<file path="src/rtl/mem_arbiter.sv">
// mem_arbiter: shares the byte-wide RAM port between IF and MEM, serialising accesses into byte beats.
module mem_arbiter #(
  parameter int ADDR_W = 32
) (
  input  logic              clk,
  input  logic              rst,
  input  logic              rdy,
  input  logic              if_req,
  input  logic [ADDR_W-1:0] if_addr,
  output logic              if_ack,
  output logic [31:0]       if_data,
  input  logic              mem_req,
  input  logic              mem_we,
  input  logic [ADDR_W-1:0] mem_addr,
  input  logic [1:0]        mem_size,
  input  logic [31:0]       mem_wdata,
  output logic              mem_ack,
  output logic [31:0]       mem_rdata,
  input  logic [7:0]        ram_din,
  output logic [7:0]        ram_dout,
  output logic [ADDR_W-1:0] ram_a,
  output logic              ram_wr,
  output logic              if_stall,
  output logic              mem_stall
);
  typedef enum logic [1:0] {IDLE, RD, WR, DONE} state_t;
  state_t state, state_nx;
  logic owner_mem;
  logic [ADDR_W-1:0] base, a_last;
  logic [2:0] n, cnt;
  logic [1:0] rb;
  logic [31:0] wdata, rbuf;
  logic drive;
  always_comb begin
    state_nx = state;
    case (state)
      IDLE: state_nx = mem_req ? (mem_we ? WR : RD) : if_req ? RD : IDLE;
      RD: state_nx = (!owner_mem && !if_req) ? IDLE : (cnt == n) ? DONE : RD;
      WR: state_nx = (cnt == n - 3'd1) ? DONE : WR;
      default: state_nx = IDLE;
    endcase
  end
  // RD's last cycle only captures, so the address bus keeps its previous value there
  assign drive = state == WR || (state == RD && cnt < n);
  assign ram_a = drive ? base + ADDR_W'(cnt) : a_last;
  assign ram_wr = state == WR && rdy;
  assign ram_dout = state == WR ? wdata[{cnt[1:0], 3'b000} +: 8] : 8'h00;
  assign if_ack = state == DONE && !owner_mem;
  assign mem_ack = state == DONE && owner_mem;
  assign if_data = if_ack ? rbuf : 32'h0;
  assign mem_rdata = mem_ack ? rbuf : 32'h0;
  assign if_stall = if_req && !if_ack;
  assign mem_stall = mem_req && !mem_ack;
  assign rb = 2'(cnt - 3'd1);
  always_ff @(posedge clk) begin
    if (rst) begin
      state <= IDLE;
      cnt <= '0;
      n <= '0;
      owner_mem <= 1'b0;
      base <= '0;
      a_last <= '0;
      wdata <= '0;
      rbuf <= '0;
    end else if (rdy) begin
      state <= state_nx;
      a_last <= ram_a;
      if (state == IDLE) begin
        cnt <= '0;
        rbuf <= '0;
        owner_mem <= mem_req;
        base <= mem_req ? mem_addr : if_addr;
        n <= (!mem_req || mem_size[1]) ? 3'd4 : mem_size[0] ? 3'd2 : 3'd1;
        wdata <= mem_wdata;
      end else if (state != DONE) begin
        cnt <= cnt + 3'd1;
        if (state == RD && cnt != 3'd0) rbuf[{rb, 3'b000} +: 8] <= ram_din;
      end
    end
  end
endmodule

</file>
<file path="config.mk">
export PLATFORM = sky130hd
export DESIGN_NAME = mem_arbiter
export DESIGN_NICKNAME = d
export VERILOG_FILES = /design/src/rtl/mem_arbiter.sv
export SDC_FILE = /design/constraint.sdc
export NUM_CORES = 1
export LEC_CHECK = 0
export ABC_AREA = 1
export ABC_CLOCK_PERIOD_IN_PS = 3100
export BUFFER_PORTS_ARGS = -buffer_cell sky130_fd_sc_hd__buf_2
export CAP_MARGIN = 20
export CORE_UTILIZATION = 53
export DETAILED_ROUTE_END_ITERATION = 7
export GPL_TIMING_DRIVEN = 0
export PLACE_DENSITY = 0.84
export SETUP_SLACK_MARGIN = 0.5
export SYNTH_ARGS = -nofsm -noshare
export SYNTH_HDL_FRONTEND = slang
export SYNTH_SLANG_ARGS = --single-unit
</file>
<file path="constraint.sdc">
create_clock -name clk -period 3.1 [get_ports clk]
set_input_delay 0.465 -clock clk [delete_from_list [all_inputs] [get_ports clk]]
set_output_delay 0.465 -clock clk [all_outputs]
set_load 0.01 [all_outputs]
</file>
==> Word level (Yosys, flattened, before mapping) <==
Cells that the tools add are included.
{ "totals": {"reg_bits": 137, "inputBits": 112, "out_inout_bits": 109, "wordCells": 65} }
{ "classes": {"n_addsub": 5, "magnitude_cmp": 1, "n_eq_ne": 6, "n_shift": 3, "n_mux": 20, "reduce_logical": 22} }
{ "op_table": {"columns": ["op", "n"], "rows": [
  ["$mux W32", 7],
  ["$add A32 B3 Y32", 1],
  ["$bwmux W32", 1],
  ["$shift A8 B7 Y32 const A", 1],
  ["$shiftx A32 B6 Y8", 1],
  ["$shiftx A8 B7 Y32", 1],
  ["$mux W2", 5],
  ["$mux W3", 3],
  ["$logic_and A1 B1 Y1", 8],
  ["$mux W8", 1],
  ["$neg A5 Y7", 1],
  ["$eq A3 B3 Y1", 2],
  ["$pmux W2 S3", 1],
  ["$logic_not A1 Y1", 5],
  ["$eq A2 B2 Y1 const B", 2],
  ["$reduce_and A2 Y1", 2],
  ["$reduce_bool A2 Y1", 2],
  ["$add A3 B1 Y3 const B", 1],
  ["$lt A3 B3 Y1", 1],
  ["$reduce_and A3 Y1", 1],
  ["$reduce_bool A3 Y1", 1],
  ["$sub A3 B1 Y3 const B", 1],
  ["$eq A2 B1 Y1 const B", 1],
  ["$logic_not A2 Y1", 1],
  ["other kinds (4)", 6]
]} }

==> Longest topological paths before layout <==
Gate-level depths: netlist of run 1.
{ "depth": {"depth_word": 7, "mapped_depth": 14, "mapped_depth_nobuf": 14} }

==> Worst setup path before layout of run 1 <==
No wires, ideal clock.
{ "synth_path": {"kind": "reg2out", "start": "register cnt[0]", "end": "output ram_a[10]", "t_arrival_ns": 1.964, "required_ns": 2.635, "setup_slack_ns": 0.671, "stages_incl_launch_ff": 10, "n_path_buf": 4, "path_cell_list": "dfxtp_1 -> inv_1 -> clkbuf_1 -> clkbuf_1 -> ha_1 -> o211ai_1 -> nand2_2 -> buf_4 -> buf_6 -> o21ai_0"} }
{ "synth_between": {"elab_chain_len": 4, "word_cells_on_any_way": 5, "cone_classes": "add/sub (1); order compare (1); mux (1); reduce/logical (2)"} }
{ "synth_lines": {"columns": ["element", "line", "rtl"], "rows": [
  ["from (decl)", "30", "logic [2:0] n, cnt;"],
  ["from (signal assigned)", "76", "cnt <= cnt + 3'd1;"],
  ["parallel branches: the longest is 3 deep, another holds $add A32 B3 Y32", null, null],
  ["$mux W32 *", "45", "assign ram_a = drive ? base + ADDR_W'(cnt) : a_last;"],
  ["to (decl)", "21", "output logic [ADDR_W-1:0] ram_a,"]
]} }
Mark *: on every way between the ends.

==> Final worst setup path of run 1 <==
{ "layout_path": {"start": "register n[2]", "end": "output ram_a[10]"} }
{ "layout_between": {"elab_chain_len": 4} }
{ "layout_lines": {"columns": ["element", "line", "rtl"], "rows": [
  ["from (decl)", "30", null],
  ["from (signal assigned)", "73", "n <= (!mem_req || mem_size[1]) ? 3'd4 : mem_size[0] ? 3'd2 : 3'd1;"],
  ["$lt A3 B3 Y1", "44", "assign drive = state == WR || (state == RD && cnt < n);"],
  ["$logic_and A1 B1 Y1", "44", null],
  ["$logic_or A1 B1 Y1", "44", null],
  ["$mux W32", "45", null]
]} }
No other way between the ends.

==> run_results.csv, run 1 <==
group,metric,value,unit
cells_and_area,drive_gt1_frac,0.241,
route,wl_per_cell,15.2,um
clock_tree,htreeDepth,4,
critical_path,worst-path-stages,10,
critical_path,start_kind,"flop",
clock_tree,clk_pin_slew,0.06,ns
clock_tree,clkSinkCount,137,
logic_synthesis,synth-seq-cells,137,
power_and_ir_drop,vdd_ir_drop_max,0.347,mV
clock_tree,cts_root_buf,"clkbuf_16",
sta,worst_pin_slew,0.674,ns
power_and_ir_drop,leakagePower,0.00494,uW
critical_path,required,2.63,ns
cells_and_area,fin_area,10300,um^2
sta,finalMaxSlewViolations,0,
logic_synthesis,ys_seq_area_frac,0.353,
sta,rsz0062_at_grt,"yes",
sta,period_share,0.918,
power_and_ir_drop,internal_power,3840,uW
sta,clock_skew,0.00942,ns
power_and_ir_drop,pwr-share-seq,0.374,
hold_path,hold_path_depth,3,
power_and_ir_drop,p_clk_frac,0.427,
critical_path,end_kind,"output port",
logic_synthesis,syn_nets,1387,
route,totalWireLength,25900,um
route,vias,9370,
critical_path,cp.arrival,2.38,ns
placement,gp_congestion,0.950,
placement,postPlaceCellArea,9070,um^2
sta,final-hold-violation-count,0,
cells_and_area,multiInputGateArea,4340,um^2
hold_path,min_path_type,"in -> reg",
placement,dpl.hpwl,17500,um
critical_path,path_delay_family,"buffers and inverters",
grt,grt_antenna_before_repair,0,
clock_tree,clock_latency,0.43,ns
critical_path,max_stage_delay,0.36,ns
sta,setup_viol,0,
power_and_ir_drop,combPwrFrac,0.199,
route,drtIter0Drc,1038,
critical_path,cp_slowest_cell,"dfxtp_1",
route,final_antenna_net_count,0,
logic_synthesis,synth_top_area_frac,0.353,
grt,grt_pass1_vias,8313,
floorplanning,initial_core_util,0.550,
clock_tree,clockBufferDepth,2,
clock_tree,cts_tree,"built",
logic_synthesis,synth_ff_type,"dfxtp_1",
clock_tree,cts-buffers-inserted,17,
power_and_ir_drop,p_sw,1560,uW
floorplanning,die_w,123,um
power_and_ir_drop,pwr_density_cell,525,nW/um^2
grt,grt_usage,0.334,
run_status,status,"completed",
power_and_ir_drop,total_power,5390,uW
grt,grt_pass1_wl,39200,um
critical_path,crit_type,"reg -> out",
cells_and_area,final_util,0.729,
route,viasPerCell,5.49,
critical_path,cp.buffers_inverters,4,
grt,overflow,0,
floorplanning,coreArea,14100,um^2
logic_synthesis,synth_area_leader_cell,"dfxtp_1",
power_and_ir_drop,sw_frac_of_total,0.289,
logic_synthesis,yosys_warnings,0,
sta,setup_tns,0,ns
cells_and_area,fill_cells,1093,
sta,fin_crit,2.85,ns
logic_synthesis,synthTopCellsByArea,"dfxtp_1, nor2_1, nand2_1",
logic_synthesis,syn_avg_cell_area,6.15,um^2
run,cap_violations,0,
logic_synthesis,synth.cell_area,7760,um^2
critical_path,reg2reg_depth,8,
logic_synthesis,synthDistinctLibCells,38,
grt,grt_max_degree,17,
cells_and_area,seqCellArea,2750,um^2
floorplanning,fp.dieH,123,um
floorplanning,die-area,15100,um^2
logic_synthesis,synthesis.instances,1262,
sta,fmax,351,MHz
cells_and_area,antennaDiodeCount,0,
logic_synthesis,synth-edff-count,0,
critical_path,crit_chain,"inv_1 > ha_4 > a21oi_2 > o211ai_1 > nand2_2 > buf_8 > bufbuf_16 > nand3_2 > o21ai_2 > buf_2",
sta,maxSlewHeadroom,0.551,
placement,portBuffers,217,
floorplanning,io_pins,221,
critical_path,crit_fanout,8,
route,drc,0,
cells_and_area,syn_to_final_growth,32.5,%
cells_and_area,finalNetCount,1639,
logic_synthesis,async_flop_share,0,
route,drt_pass1_iterations,6,
floorplanning,rows,43,
sta,hold_ws,0.256,ns
power groups by stage:
stage / Sequential [uW] / Clock [uW] / Combinational [uW]
after global routing: 2030 / 2360 / 1170
after floorplan: 2010 / 0 / 604
after global placement: 2040 / 0 / 883
final: 2020 / 2300 / 1080
after detailed placement: 2040 / 0 / 898
after CTS: 2010 / 2300 / 999
synthesized netlist by cell type (3+ instances only):
master / count
or2_2: 5
xnor2_1: 5
o21ai_1: 20
clkbuf_1: 40
nor2_1: 290
nand3b_1: 4
inv_1: 163
or2_1: 5
nand3_1: 58
buf_4: 4
a21oi_1: 134
nand2_1: 206
o211ai_1: 7
xor2_1: 4
buf_1: 5
nand2_2: 3
buf_2: 14
dfxtp_1: 137
nand4_1: 4
nor3_1: 5
o21ai_0: 110
ha_1: 12
inv_2: 9
cells in the final DEF, fill, tap and decap left out, drive strengths merged, types with 5 or more instances in the layout:
cell type / n
nor2: 294
buf: 256
nand2: 209
inv: 175
dfxtp: 137
a21oi: 135
o21ai: 131
clkbuf: 62
nand3: 59
ha: 12
or2: 10
o211ai: 7
xnor2: 5
nor3: 5
bufinv: 5
worst reg2reg max path, stage by stage (launching register included):
cell,delay [ns]
dfxtp_2,0.37
buf_2,0.21
inv_2,0.21
ha_1,0.21
clkbuf_1,0.31
inv_1,0.18
nor4_4,0.49
nand2_1,0.15
a21oi_1,0.15
sequential cells by signal, indices dropped and copies added, names as in the netlist:
name       count
a_last        32
owner_mem      1
wdata         32
rbuf          32
n              3
base          32
cnt            3
state          2
through the flow:
step,cells,worst slack [ns]
6_report,1707,0.255
5_1_grt,1707,0.241
4_1_cts,1704,0.363
3_5_place_dp,1659,0.0259
3_3_place_gp,1659,0.0415
2_1_floorplan,1262,0.671
timing repair:
action / in CTS / in global routing
cloned: 1 / 0
hold buffers: 0 / 0
resized for setup: 78 / 32
endpoints found under the setup margin: 61 / 43
pin swaps: 11 / 10
setup buffers: 12 / 3
final timing paths:
path,from,slack [ns],endpoint
max reg2reg,cnt[1],0.75,rbuf[3]
min,mem_wdata[10],0.26,wdata[10]
min reg2reg,rbuf[25],0.47,rbuf[25]
max,n[2],0.25,ram_a[10]
logic make-up after synthesis:
kind of cell    Yosys count  share of synthesized area
compound gates          277                      0.184
xor+xnor                  9                     0.0102
fa+ha+maj                13                     0.0219
buf+inv                 237                      0.120
flops                   137                      0.353
simple gates            589                      0.310
layout make-up:
type                            count  share of cell area
Multi-Input combinational cell    888               0.422
Sequential cell                   137               0.268
Timing Repair Buffer              233               0.123
Inverter                          173              0.0644
Clock buffer                       22              0.0471
Buffer                             64              0.0348
Tap cell                          180              0.0219
Clock inverter                     10              0.0181
metal layers:
metal,global-route usage,up-vias,share of wire
met4,0.158,0,0.039
met2,0.552,572,0.46
li1,-,4490,-
met3,0.0632,107,0.10
met5,0,-,0
met1,0.419,4201,0.40
Note: power is estimated with default switching activity, not from simulation.
==> run 2: changes to the inputs <==
Settings changed: RECOVER_POWER set to 100.
==> run 2 against run 1 <==
Against the previous run:
- total power is 1.1% lower
- highest routed layer unchanged
- via count shrank 0.53%
- global-route usage stayed put
- non-clock buffer count stayed put
- sequential power is essentially flat
- critical endpoint is now ram_a[15]
- largest cell class unchanged
==> run_results.csv, run 2 (same netlist as run 1, synthesis figures left out) <==
group,metric,value,unit
run_status,status,"completed",
critical_path,cp.arrival,2.52,ns
power_and_ir_drop,vdd_ir_drop_max,0.346,mV
route,totalWireLength,26000,um
clock_tree,clockBufferDepth,2,
grt,grt_pass1_wl,39200,um
route,viasPerCell,5.46,
critical_path,cp_slowest_cell,"o21ai_0",
critical_path,start_kind,"flop",
clock_tree,clock_latency,0.43,ns
grt,overflow,0,
critical_path,required,2.63,ns
floorplanning,rows,43,
floorplanning,coreArea,14100,um^2
sta,fmax,335,MHz
floorplanning,die-area,15100,um^2
cells_and_area,final_common_cell,"nor2_1",
route,drt_pass1_iterations,6,
route,final_antenna_net_count,0,
critical_path,cp_common_cell,"inv_1",
cells_and_area,antennaDiodeCount,0,
placement,gp_congestion,0.950,
floorplanning,fp.dieH,123,um
grt,grt_max_degree,17,
critical_path,end_kind,"output port",
critical_path,max_stage_delay,0.41,ns
placement,dpl.hpwl,17500,um
sta,worst_pin_slew,0.768,ns
sta,period_share,0.963,
clock_tree,clk_pin_slew,0.06,ns
sta,final-hold-violation-count,0,
clock_tree,cts_root_buf,"clkbuf_16",
sta,fin_crit,2.98,ns
clock_tree,htreeDepth,4,
route,wl_per_cell,15.2,um
floorplanning,die_w,123,um
clock_tree,ctsHoldBuffers,0,
floorplanning,initial_core_util,0.550,
hold_path,min_path_type,"in -> reg",
sta,finalMaxSlewViolations,0,
placement,portBuffers,217,
clock_tree,cts-buffers-inserted,17,
grt,grt_pass1_vias,8313,
clock_tree,cts_tree,"built",
sta,setup_viol,0,
grt,grt_usage,0.334,
cells_and_area,layout_common_cells,"nor2_1, nand2_1, inv_1, clkbuf_1, dfxtp_1",
sta,maxSlewHeadroom,0.486,
power_and_ir_drop,leakagePower,0.00448,uW
cells_and_area,syn_to_final_growth,29.2,%
cells_and_area,finalNetCount,1639,
route,drtIter0Drc,1078,
grt,grt_antenna_before_repair,0,
cells_and_area,drive_gt1_frac,0.154,
sta,clock_skew,0.00936,ns
sta,hold_ws,0.262,ns
run,cap_violations,0,
route,drc,0,
sta,setup_tns,0,ns
clock_tree,clkSinkCount,137,
critical_path,crit_chain,"inv_1 > ha_4 > a21oi_2 > o211ai_1 > nand2_1 > buf_8 > inv_8 > o21ai_0 > inv_1 > clkbuf_1",
power_and_ir_drop,pwr_density_cell,532,nW/um^2
route,vias,9320,
floorplanning,io_pins,221,
critical_path,crit_fanout,8,
critical_path,crit_type,"reg -> out",
sta,rsz0062_at_grt,"yes",
[run 2: cell count changes in the layout (fill, tap and decap cells not counted), sizes merged]
cell / change
clkbuf: +110
buf: -110
[run 2: final timing paths]
kind | cells past startpoint | start | endpoint | slack, ns
max reg2reg | 6 | state[1] | base[22] | 0.31
min reg2reg | 2 | rbuf[25] | rbuf[25] | 0.47
min | 3 | mem_wdata[25] | wdata[25] | 0.26
max | 10 | n[2] | ram_a[15] | 0.12
[run 2: power by group]
group / internal, uW / leakage [uW] / switching (uW) / total, uW
clock: 1520 / 0.000331 / 780 / 2300
combinational: 381 / 0.00302 / 643 / 1020
sequential: 1900 / 0.00113 / 110 / 2010
total: 3800 / 0.00448 / 1530 / 5340
[run 2: what timing repair did]
action | CTS | global route
resized for setup | 78 | 32
buffers inserted | 12 | 3
pin swaps | 11 | 10
setup endpoints to repair | 61 | 43
gates cloned | 1 | 0
[run 2: area by class of cell]
cell class	instances	area [um^2]
clock buffer	22	484
sequential	137	2750
tap	180	225
buffer	64	324
timing repair buffer	233	1140
inverter	173	662
clock inverter	10	186
fill	1193	4080
multi-input combinational	888	4250
[run 2: critical path, delay by kind of cell (launching register included)]
kind,cells,cell delay [ns]
simple gates,1,0.17
flops,1,0.37
buf+inv,5,0.59
fa+ha+maj,1,0.27
compound gates,3,0.67
[run 2: per-stage QoR]
stage	power, uW	utilization	cell area [um^2]	setup WS, ns	std cells
3_5_place_dp	2940	0.643	9070	0.0259	1659
4_1_cts	5300	0.718	10100	0.363	1704
6_report	5340	0.711	10000	0.115	1707
5_1_grt	5500	0.711	10000	0.111	1707
2_1_floorplan	2610	-	7760	0.671	1262
3_3_place_gp	2920	0.643	9070	0.0415	1659
[run 2: per-layer routing]
layer / vias up / track usage / part of all wire
met1: 4163 / 0.419 / 0.40
li1: 4478 / - / -
met5: - / 0 / 0
met4: 0 / 0.158 / 0.040
met3: 106 / 0.0632 / 0.10
met2: 573 / 0.552 / 0.46
